==> src/rtl/mac_accumulator.sv <==
// mac_accumulator: sums N_TERMS unsigned products from the multiplier into one
// saturating dot-product result and offers it downstream over valid/ready.
// Sequence per result: IDLE (first term) -> ACCUM (remaining terms) -> DONE
// (result held until consumed). clear aborts the result and rst reinitialises
// the block; rst takes priority over clear.
module mac_accumulator #(
    parameter int SIZE_C  = 4,
    parameter int ACC_W   = 2*SIZE_C+2,
    parameter int N_TERMS = 8,
    parameter int CNT_W   = 4
) (
    input  logic                  clk,
    input  logic                  rst,
    input  logic [2*SIZE_C-1:0]   prod,
    input  logic                  prod_valid,
    output logic                  in_ready,
    input  logic                  clear,
    output logic [ACC_W-1:0]      acc_out,
    output logic                  out_valid,
    input  logic                  out_ready,
    output logic                  overflow,
    output logic [CNT_W-1:0]      term_cnt
);

    typedef enum logic [1:0] {
        IDLE  = 2'd0,
        ACCUM = 2'd1,
        DONE  = 2'd2
    } state_t;

    // Term count of the final product in a result.
    localparam logic [CNT_W-1:0] LAST_CNT = CNT_W'(N_TERMS);
    localparam logic [CNT_W-1:0] ONE_CNT  = CNT_W'(1);
    localparam logic [ACC_W-1:0] ACC_MAX  = '1;
    // Number of zero bits that pad the product up to the ACC_W+1 wide sum.
    localparam int PAD_W = ACC_W + 1 - 2*SIZE_C;

    state_t           state_q, state_d;
    logic [ACC_W-1:0] acc_q, acc_d;
    logic [CNT_W-1:0] cnt_q, cnt_d;
    logic             ovf_q, ovf_d;

    logic [ACC_W:0]   sum;
    logic [CNT_W-1:0] cnt_inc;

    // One extra bit on the sum is enough: acc <= 2**ACC_W-1 and the product
    // fits in ACC_W bits, so the carry out flags saturation exactly.
    assign sum     = {1'b0, acc_q} + {{PAD_W{1'b0}}, prod};
    assign cnt_inc = cnt_q + ONE_CNT;

    // Next-state and datapath update; clear outranks any handshake activity.
    always_comb begin
        state_d = state_q;
        acc_d   = acc_q;
        cnt_d   = cnt_q;
        ovf_d   = ovf_q;
        if (clear) begin
            state_d = IDLE;
            acc_d   = '0;
            cnt_d   = '0;
            ovf_d   = 1'b0;
        end else begin
            case (state_q)
                IDLE: begin
                    // First term loads the accumulator instead of adding to it.
                    if (prod_valid) begin
                        acc_d   = ACC_W'(prod);
                        cnt_d   = ONE_CNT;
                        ovf_d   = 1'b0;
                        state_d = (LAST_CNT == ONE_CNT) ? DONE : ACCUM;
                    end
                end
                ACCUM: begin
                    // Gaps in prod_valid simply hold every register.
                    if (prod_valid) begin
                        if (sum[ACC_W]) begin
                            acc_d = ACC_MAX;
                            ovf_d = 1'b1;
                        end else begin
                            acc_d = sum[ACC_W-1:0];
                        end
                        cnt_d = cnt_inc;
                        if (cnt_inc == LAST_CNT) begin
                            state_d = DONE;
                        end
                    end
                end
                DONE: begin
                    // Products are not accepted here, even on the handoff edge.
                    if (out_ready) begin
                        state_d = IDLE;
                        acc_d   = '0;
                        cnt_d   = '0;
                        ovf_d   = 1'b0;
                    end
                end
                default: begin
                    state_d = IDLE;
                    acc_d   = '0;
                    cnt_d   = '0;
                    ovf_d   = 1'b0;
                end
            endcase
        end
    end

    // State and datapath registers with synchronous reset.
    always_ff @(posedge clk) begin
        if (rst) begin
            state_q <= IDLE;
            acc_q   <= '0;
            cnt_q   <= '0;
            ovf_q   <= 1'b0;
        end else begin
            state_q <= state_d;
            acc_q   <= acc_d;
            cnt_q   <= cnt_d;
            ovf_q   <= ovf_d;
        end
    end

    assign in_ready  = (state_q == IDLE) || (state_q == ACCUM);
    assign out_valid = (state_q == DONE);
    assign acc_out   = acc_q;
    assign overflow  = ovf_q;
    assign term_cnt  = cnt_q;

endmodule

==> config.mk <==
export PLATFORM = sky130hd
export DESIGN_NAME = mac_accumulator
export DESIGN_NICKNAME = d
export VERILOG_FILES = /design/src/rtl/mac_accumulator.sv
export SDC_FILE = /design/constraint.sdc
export NUM_CORES = 1
export LEC_CHECK = 0
export CAP_MARGIN = 30
export CORE_ASPECT_RATIO = 0.6
export CORE_MARGIN = 8
export CORE_UTILIZATION = 40
export DETAILED_ROUTE_END_ITERATION = 7
export GPL_ROUTABILITY_DRIVEN = 0
export PLACE_DENSITY = 0.65
export SETUP_SLACK_MARGIN = 0.15
export SYNTH_ARGS = -nofsm -noshare
export SYNTH_HDL_FRONTEND = slang
export SYNTH_SLANG_ARGS = --single-unit
export TNS_END_PERCENT = 20
==> constraint.sdc <==
create_clock -name clk -period 2.4 [get_ports clk]
set_clock_uncertainty 0.05 [all_clocks]
set_input_delay 0.24 -clock clk [delete_from_list [all_inputs] [get_ports clk]]
set_output_delay 0.24 -clock clk [all_outputs]
set_load 0.02 [all_outputs]
Yosys cells after proc, flatten, opt, wreduce, memory -nomap -nowiden
Index checks and enable logic that the tools add are counted.
{"block": "classes", "add_sub_neg": 2, "n_eq_ne": 8, "mux": 19, "n_reduce_logical": 6}
{"cell": "$mux 10", "n": 4}
{"cell": "$pmux 10 s3", "n": 1}
{"cell": "$mux 4", "n": 3}
{"cell": "$pmux 4 s3", "n": 1}
{"cell": "$add 10x8->11", "n": 1}
{"cell": "$mux 2", "n": 4}
{"cell": "$ne 2x2->1 const B", "n": 4}
{"cell": "$reduce_and 4->1", "n": 2}
{"cell": "$pmux 2 s3", "n": 1}
{"cell": "$add 4x1->4 const B", "n": 1}
{"cell": "$eq 4x4->1 const B", "n": 1}
{"cell": "$mux 1", "n": 4}
{"cell": "$pmux 1 s3", "n": 1}
{"cell": "$reduce_and 3->1", "n": 1}
{"cell": "$eq 2x1->1 const B", "n": 1}
{"cell": "$eq 2x2->1 const B", "n": 1}
{"cell": "$logic_not 2->1", "n": 1}
{"cell": "$ne 2x1->1 const B", "n": 1}
{"cell": "$reduce_or 2->1", "n": 1}
{"cell": "$logic_or 1x1->1", "n": 1}
{"block": "word_totals", "reg_bits": 17, "word_cells": 39}

Longest topological paths before layout
Gate-level depths: netlist of the first run.
{"block": "logic_depth", "word_depth": 5, "mapped_depth": 8, "ltp_nobuf": 7}

Worst setup path after synthesis of the first run
No wires, ideal clock.
{"block": "synth_path", "path_kind": "register to register", "startpoint": "register acc_q[0], in the netlist acc_out[0]", "endpoint": "register acc_q[7], in the netlist acc_out[7]", "arrival_ns": 2.080, "required_time_ns": 2.209, "setup_slack_ns": 0.129, "stages_incl_launch_ff": 9, "path_buffers": 1, "synth_period_minus_slack_ns": 2.271, "path_cell_list": "dfxtp_1 > ha_1 > fa_1 > a211oi_2 > o21ai_2 > o311a_1 > buf_6 > a211oi_2 > a221oi_1"}
{"block": "synth_between", "elab_chain_cells": 4}
{"element": "from (decl)", "line_no": "39", "text": "logic [ACC_W-1:0] acc_q, acc_d;"}
{"element": "from (signal assigned)", "line_no": "111", "text": "acc_q <= '0;"}
{"element": "from (signal assigned)", "line_no": "116", "text": "acc_q <= acc_d;"}
{"element": "$add 10x8->11", "line_no": "48", "text": "assign sum = {1'b0, acc_q} + {{PAD_W{1'b0}}, prod};"}
{"element": "$mux 10", "line_no": "76", "text": "if (sum[ACC_W]) begin"}
{"element": "$mux 10", "line_no": "75", "text": "if (prod_valid) begin"}
{"element": "$pmux 10 s3", "line_no": "63", "text": "case (state_q)"}
No other way between the ends. The select of a mux whose other input is x is not followed.
A chain may end at the register's enable or synchronous reset.

Worst setup path after layout of the first run
{"block": "layout_path", "startpoint": "input port prod[0]", "endpoint": "register acc_q[7], in the netlist acc_out[7]"}
{"block": "layout_between", "elab_chain_cells": 4}
{"element": "from (decl)", "line_no": "14", "text": "input logic [2*SIZE_C-1:0] prod,"}
{"element": "$add 10x8->11", "line_no": "48"}
{"element": "$mux 10", "line_no": "76"}
{"element": "$mux 10", "line_no": "75"}
{"element": "$pmux 10 s3", "line_no": "63"}
No other way between the ends. The select of a mux whose other input is x is not followed.

==> results of run 1 <==
[worst max-delay path, delay by kind of cell]
kind | cells | cell delay, ns
adders and majority gates | 2 | 0.57
AOI/OAI and AO/OA | 5 | 1.08
buffers and inverters | 1 | 0.43
[final cells by class]
cell class	count	share of cell area
Timing Repair Buffer	39	0.209
Multi-Input combinational cell	128	0.526
Tap cell	45	0.0321
Sequential cell	17	0.194
Clock buffer	4	0.0257
Inverter	6	0.0129
[where the power goes]
part           leakage (nW)  switching (W)  total [W]  internal [W]
registers             0.138     0.00000805   0.000297      0.000289
logic                 0.481      0.0000851   0.000164     0.0000790
clock network        0.0228       0.000110   0.000228      0.000118
[layer usage]
metal | up-vias | share of wire
met5 | - | 0
met3 | 8 | 0.063
met4 | 0 | 0.016
li1 | 667 | -
met2 | 41 | 0.43
met1 | 634 | 0.49
[placed cells by master (no fill, tap or decap), types with 3 or more instances in the layout]
cell              n
clkdlybuf4s50_1  29
a31oi_1           3
clkbuf_8          3
o21a_1            3
buf_4            10
nand3_1           7
a21oi_1          12
nor3b_1           3
o211ai_1          5
dfxtp_1          17
o21ai_0          10
nor2_1            8
ha_1              8
a211oi_2          4
xnor2_1           5
nand2_1          19
inv_1             6
[kinds of logic after synthesis]
logic type                 Yosys count
xor gates and xnor gates             6
AOI/OAI and AO/OA                   56
and+or+nand+nor                     54
DFF                                 17
buffers and inverters               13
adders and majority gates           10
muxes                                1
[stage by stage]
stage	std cells	power [W]	util	TNS, ns	cell area, um2
finish	239	0.000689	0.554	0	1750
global route	239	0.000721	0.554	0	1750
CTS	237	0.000687	0.542	0	1720
detailed placement	233	0.000460	0.525	-1.74	1660
global placement	233	0.000457	0.525	-1.09	1660
floorplan	157	0.000394	-	0	1290
[worst max-delay path by stage]
stage	startpoint	end	slack [ns]
floorplan	acc_out[0]	acc_out[7]	0.19
global placement	prod[0]	acc_out[7]	-0.16
detailed placement	prod[0]	acc_out[1]	-0.25
CTS	prod[0]	acc_out[1]	0.14
global route	prod[0]	acc_out[7]	0.12
finish	prod[0]	acc_out[7]	0.17
[registers in the layout, summed over array words and instances (netlist names)]
signal    count
state_q       2
overflow      1
acc_out      10
term_cnt      4
[repair_timing]
item | 4_1_cts | 5_1_grt
gates resized for setup | 2 | 3
gates cloned | 0 | 1
endpoints found under the setup margin | 8 | 8
pin swaps | 0 | 4
setup buffers | 0 | 1
==> metrics.txt, run 1 <==
status=finished, final reports clean; clock sink total=17; mux cell area share after synthesis=0.00875; Compound-Gate Fraction of Synth Area=0.302; DRT Pass-1 Iters=4; first-pass GRT wire length=between 6000 and 7000 um; TritonCTS clock tree=done; P per Cell Area=just under 400 nW/um2; Tightest Pin Transition=around 0.41 ns; drt drc=0; Fillers=approximately 300; Post-CTS Hold Fix Bufs=0; full die area=between 5000 and 6000 um2; total number of vias=1350; initial detailed-routing violation count=69; largest cells by area after synthesis=dfxtp_1 26%, ha_1 8.7%, nand2_1 5.5%; worst path required time=approximately 2.5 ns; area of the multi-input gates=about 920 um2; Cells after Synth=157; port buffer count=29; WL/cell=15.9 um; largest family of logic cells by synthesized area=compound AO/OA/AOI/OAI gates; RR Startpoint=acc_out[0]; Synth Area per Inst=8.20 um2; Worst Path Arrival=~2.3 ns; Final Max Tran Viols=0; Hold Path Class=reg -> reg; layout cells sized above 1=0.149; total grt overflow=0; top-count cell post-synth=nand2_1; post-synthesis xor/xnor area fraction=0.0408; GRT met2 Usage=0.230; Synth Area in Adders=0.103; DRT antenna net count=0; vias in the first global route=around 1300; met1 usage=0.199; r2r setup slk=around 0.28 ns; busiest grt layer=met2; area grow syn2layout=36.1%; slowest cell on the critical path=clkdlybuf4s50_1; number of synthesized flops with an enable pin=0; Total GRT Usage=0.151; Syn Nets=180; Synth top cells by count=19 x nand2_1, 17 x dfxtp_1, 12 x a21oi_1; Layout Nets=218; area leader, netlist=dfxtp_1; Core ar.=3160 um2; Synth Area in Simple Gates=0.228; largest net degree at the start of global routing=12; reg2reg end=acc_out[7]; chip height=between 50 and 60 um; Die X=about 89 um; final worst slack=0.172 ns; Register Area=340 um2; Slew HR=0.724; CP Max Fanout=5; Starting Density=0.407; RSZ-0062 raised after global routing=false; Antenna Cells=0; post-synthesis cell type count=49; Crit Path Class=in -> reg; sequential area share after synthesis=0.264; grt met3 use=0.0425; Vias/cell=5.65; final WL=around 3800 um; maximum vdd drop=0.220 mV; Longest Clk Path Bufs=2; final setup violation count=0; Lkg Pwr=approximately 0.64 nW; num ports=30; Final Hold Vio Count=0; top-area cell type share of the netlist area=0.264; async set-reset flop share out of synthesis=0; Worst Reg2Reg Path Length in Cells=7; hold depth=2; initial antenna violation count=0; register bit total from synthesis=17; Yosys warnings=0; worst hold slack=0.422 ns; ys flop type=dfxtp_1; hpwl dp=2970 um; Period Utilization, post-route=0.928; Skew-Pair Late Insertion Delay=0.26 ns; root buffer cell=clkbuf_8; Critical Path, Cell by Cell=clkdlybuf4s50_1 > ha_2 > fa_2 > a211oi_2 > o21ai_2 > o311a_4 > a211oi_2 > a221oi_1; clk slew on worst S/H paths=around 0.070 ns; Hold Path End=acc_out[0]; Crit path top cell by count=a211oi_2; f_max=around 0.45 GHz; hold_sp=acc_out[0]; Worst path max stage delay=0.43 ns; CTS H-tree depth=1; mapped cell area=~1300 um2; total of max-cap violations=0; Num CTS Buffers=3; startpoint types=primary input; post-layout min period=2.23 ns; row cnt=16; Place WS=-0.247 ns; critical path endpoint category=flop
Power figures use the tool's default switching activity.
==> run 2, diff against run 1 <==
--- a/config.mk
+++ b/config.mk
@@ -11,6 +11,7 @@
 export CORE_UTILIZATION = 40
 export DETAILED_ROUTE_END_ITERATION = 7
 export GPL_ROUTABILITY_DRIVEN = 0
+export GPL_TIMING_DRIVEN = 0
 export PLACE_DENSITY = 0.65
 export SETUP_SLACK_MARGIN = 0.15
 export SYNTH_ARGS = -nofsm -noshare
==> run 2 against run 1 <==
  * Core utilization fell by 1.4 points
  * Count of clock-buffer cells in the layout fell by 1
  * Sequential cell count did not move
  * Setup slack improved by 0.061 ns
  * Critical path type is now reg -> reg
  * Highest routed layer unchanged
==> metrics.txt, run 2 (synthesized netlist as in run 1, its figures left out) <==
status=finished, final reports clean; Tightest Pin Transition=between 0.6 and 0.7 ns; Lkg Pwr=0.636 nW; Worst path max stage delay=0.35 ns; RR Startpoint=acc_out[0]; reg2reg end=acc_out[6]; Skew-Pair Late Insertion Delay=around 0.26 ns; Slew HR=0.572; Worst Reg2Reg Path Length in Cells=8; Longest Clk Path Bufs=2; Hold Path Class=in -> reg; r2r setup slk=about 0.23 ns; hold depth=3; dpl cells=230; layout cells sized above 1=0.141; final WL=3700 um; row cnt=16; port buffer count=28; Total GRT Usage=0.142; Final Hold Vio Count=0; CP Max Fanout=9; RSZ-0062 raised after global routing=true; hold_sp=prod_valid; worst path required time=2.47 ns; total number of vias=1307; final setup violation count=0; initial antenna violation count=0; chip height=59.9 um; WL/cell=between 15 and 20 um; Core ar.=~3200 um2; first-pass GRT wire length=roughly 5900 um; f_max=about 0.46 GHz; design area=1710 um2; final cell count without fillers=237; DRT Pass-1 Iters=4; post-placement cell area=approximately 1600 um2; Starting Density=0.407; drt drc=0; Vias/cell=5.51; full die area=approximately 5300 um2; maximum vdd drop=0.229 mV; largest net degree at the start of global routing=11; total grt overflow=0; initial detailed-routing violation count=about 70; max FFs per register=10; hpwl dp=roughly 2800 um; Worst Path Arrival=2.24 ns; area grow syn2layout=32.7%; CTS H-tree depth=1; Period Utilization, post-route=0.903; Final Max Tran Viols=0; crit path buf inv count=1; Hold Path End=term_cnt[0]; setup_tns=0 ns; vias in the first global route=1248; most common cell after layout, fill and taps aside=clkdlybuf4s50_1; clock sink total=17; total of max-cap violations=0; clk slew on worst S/H paths=0.07 ns; post-layout min period=2.17 ns; root buffer cell=clkbuf_8; startpoint types=flop; most frequent cells in the layout=27 x clkdlybuf4s50_1, 19 x nand2_1, 17 x dfxtp_1; Critical Path, Cell by Cell=ha_2 > fa_2 > a211oi_2 > o21ai_2 > o311a_1 > buf_6 > o21ai_0 > a31oi_1; num ports=30; Crit Path Class=reg -> reg; critical path endpoint category=flop; Die X=89.2 um; Antenna Cells=0; Crit path max-delay family=compound AO/OA/AOI/OAI gates; slowest cell on the critical path=fa_2; DRT antenna net count=0; P per Cell Area=396 nW/um2; Num CTS Buffers=3; TritonCTS clock tree=done; Layout Nets=216
[run 2: cell count changes in the layout (fill, tap and decap cells not counted), sizes merged]
cell,change
buf,-2
clkdlybuf4s50,-2
clkbuf,+1
clkinv,+1
dlygate4sd2,+1
o311a,-1
[run 2: layer usage]
metal / GRT usage / part of all wire / vias up
li1: - / - / 651
met4: 0.0352 / 0.0073 / 0
met2: 0.220 / 0.43 / 39
met1: 0.187 / 0.50 / 613
met5: 0 / 0 / -
met3: 0.0412 / 0.068 / 4
[run 2: cell type report]
class	count	area (um2)
tap	45	56.3
multi-input combinational	127	896
buffer	7	45.0
clock inverter	1	5.00
sequential	17	340
inverter	6	22.5
fill	301	1460
clock buffer	3	41.3
timing repair buffer	31	302
[run 2: worst min-delay path, stage by stage]
cell	delay [ns]
buf_2	0.16
nand3_1	0.10
a21oi_1	0.06
[run 2: timing repair]
action                                  4_1_cts  5_1_grt
gates resized for setup                       2        2
gates cloned                                  0        0
pin swaps                                     4        4
endpoints found under the setup margin       10        6
hold buffers                                  0        0
buffers inserted                              2        1
[run 2: report_power, final]
part	switching, W	leakage (nW)	internal, W
registers	0.00000600	0.138	0.000289
clock network	0.000108	0.0255	0.000116
logic	0.0000861	0.473	0.0000715
[run 2: worst max path at each step]
stage / start / end / cells after the start / slack [ns]
floorplan: acc_out[0] / acc_out[7] / 8 / 0.19
global placement: prod[0] / acc_out[7] / 9 / -0.27
detailed placement: prod[0] / acc_out[7] / 9 / -0.28
CTS: acc_out[0] / acc_out[7] / 8 / 0.19
global route: acc_out[0] / acc_out[6] / 8 / 0.08
finish: acc_out[0] / acc_out[6] / 8 / 0.23
[run 2: metrics by stage]
step	setup WS [ns]	total power, W	hold WS, ns	utilization
5_1_grt	0.0834	0.000705	0.302	0.540
3_3_place_gp	-0.270	0.000447	0.400	0.514
2_1_floorplan	0.190	0.000394	0.352	-
3_5_place_dp	-0.283	0.000451	0.414	0.514
4_1_cts	0.194	0.000672	0.286	0.534
6_report	0.232	0.000676	0.287	0.540
==> run 3, diff against run 2 <==
--- a/config.mk
+++ b/config.mk
@@ -7,12 +7,12 @@
 export LEC_CHECK = 0
 export CAP_MARGIN = 30
 export CORE_ASPECT_RATIO = 0.6
-export CORE_MARGIN = 8
-export CORE_UTILIZATION = 40
+export CORE_UTILIZATION = 30
 export DETAILED_ROUTE_END_ITERATION = 7
+export DONT_BUFFER_PORTS = 1
 export GPL_ROUTABILITY_DRIVEN = 0
 export GPL_TIMING_DRIVEN = 0
-export PLACE_DENSITY = 0.65
+export PLACE_DENSITY = 0.43
 export SETUP_SLACK_MARGIN = 0.15
 export SYNTH_ARGS = -nofsm -noshare
 export SYNTH_HDL_FRONTEND = slang
==> run 3 against run 2 <==
  * Sequential power is 2% higher
  * Count of clock-buffer cells in the layout is 1 higher
  * Cell count is 5.5% lower
  * Clock power is 5% higher
  * Global-route usage is 3.0 points higher
  * Highest routed layer unchanged
==> metrics.txt, run 3 (synthesized netlist as in run 1, its figures left out) <==
full die area=4570 um2; Worst path max stage delay=0.40 ns; clk slew on worst S/H paths=0.08 ns; RSZ-0062 raised after global routing=true; most frequent cells in the layout=19 x nand2_1, 16 x dfxtp_1, 12 x a21oi_1; RR Startpoint=acc_out[0]; DRT Pass-1 Iters=5; maximum vdd drop=between 0.15 and 0.2 mV; P per Cell Area=450 nW/um2; port buffer count=0; post-placement cell area=~1400 um2; num ports=30; Total GRT Usage=0.172; largest net degree at the start of global routing=11; Final Max Tran Viols=0; r2r setup slk=0.13 ns; Period Utilization, post-route=0.945; vias in the first global route=1135; combinational share of power=0.176; initial detailed-routing violation count=69; Sw Ratio=0.305; worst path required time=approximately 2.5 ns; WL/cell=16.8 um; chip height=around 53 um; status=finished, final reports clean; NetSw=0.000199 W; Slew HR=0.557; max FFs per register=10; drt drc=0; f_max=0.441 GHz; Layout Nets=188; internal power=approximately 0.00045 W; setup_tns=0 ns; Hold Path End=acc_out[2]; register share of total power=0.463; TritonCTS clock tree=done; Core ar.=4120 um2; Die X=86.6 um; Lkg Pwr=0.528 nW; DRT antenna net count=0; root buffer cell=clkbuf_8; Starting Density=0.312; total number of vias=roughly 1200; post-layout min period=2.27 ns; design area=1450 um2; Critical Path, Cell by Cell=ha_4 > fa_2 > a211oi_2 > o21ai_2 > o311a_1 > buf_6 > a211oi_2 > a221oi_1; clock network fraction of total power=0.360; crit path buf inv count=1; hold_sp=prod[2]; Crit path max-delay family=compound AO/OA/AOI/OAI gates; Hold Path Class=in -> reg; Post-CTS Hold Fix Bufs=0; reg2reg end=acc_out[7]; first-pass GRT wire length=slightly below 6000 um; Final Hold Vio Count=0; most common cell after layout, fill and taps aside=nand2_1; Vias/cell=5.57; CTS H-tree depth=1; hpwl dp=2830 um; final setup violation count=0; total of max-cap violations=0; Antenna Cells=0; Tightest Pin Transition=0.662 ns; final WL=3760 um; Worst Reg2Reg Path Length in Cells=8; Num CTS Buffers=3; area grow syn2layout=12.5%; Crit path top cell by count=a211oi_2; row cnt=18; layout cells sized above 1=0.152; Crit Path Class=reg -> reg; startpoint types=flop; clock sink total=17; Longest Clk Path Bufs=2; CP Max Fanout=9; slowest cell on the critical path=fa_2; initial antenna violation count=0; hold depth=2; total grt overflow=0; Worst Path Arrival=around 2.3 ns; critical path endpoint category=flop; Skew-Pair Late Insertion Delay=0.26 ns
==> run 3: timing repair <==
action | in CTS | in global routing
resized for setup | 4 | 1
hold endpoints to repair | 0 | 0
endpoints found under the setup margin | 10 | 6
pin swaps | 3 | 0
setup buffers | 3 | 0
cloned | 0 | 0
==> run 3: worst max path at each step <==
| stage | from | end | cells past startpoint |
|---|---|---|---|
| final | acc_out[0] | acc_out[7] | 8 |
| after floorplan | acc_out[0] | acc_out[7] | 8 |
| after CTS | acc_out[0] | acc_out[7] | 8 |
| after global placement | acc_out[0] | acc_out[7] | 8 |
| after detailed placement | acc_out[0] | acc_out[7] | 8 |
| after global routing | acc_out[0] | acc_out[7] | 8 |
==> run 3: layout make-up <==
class	count	area, um2
fillers	449	2670
plain buffers	7	45.0
inverters	6	22.5
multi-input cells	127	895
well taps	60	75.1
flip-flops and latches	17	344
clock buffers	4	45.0
repair buffers	3	22.5
==> run 3: per-layer routing <==
metal / GRT usage / routed length [um]
met5: 0 / 0
met4: 0.0333 / 23
met3: 0.0472 / 230
met2: 0.263 / 1610
met1: 0.240 / 1900
==> run 3: power groups by stage <==
stage	Sequential (W)	Clock, W	Combinational [W]
floorplan	0.000307	0	0.0000866
global placement	0.000309	0	0.000107
detailed placement	0.000309	0	0.000111
CTS	0.000302	0.000242	0.000114
global route	0.000303	0.000249	0.000126
finish	0.000302	0.000235	0.000115
==> run 3: worst register-to-register path, cell delays in order, from the launching register on <==
cell and delay (ns):
dfxtp_4 0.38, ha_4 0.18, fa_2 0.40, a211oi_2 0.22, o21ai_2 0.12, o311a_1 0.31, buf_6 0.15, a211oi_2 0.20
a221oi_1 0.11
==> run 3: metrics by stage <==
stage,total power (W),util,cells,hold WS (ns),worst slack (ns)
2_1_floorplan,0.000394,-,157,0.352,0.190
3_3_place_gp,0.000416,0.331,217,0.362,0.00886
3_5_place_dp,0.000420,0.331,217,0.372,-0.0181
4_1_cts,0.000659,0.352,224,0.0934,0.136
5_1_grt,0.000679,0.352,224,0.104,0.0781
6_report,0.000652,0.352,224,0.101,0.133
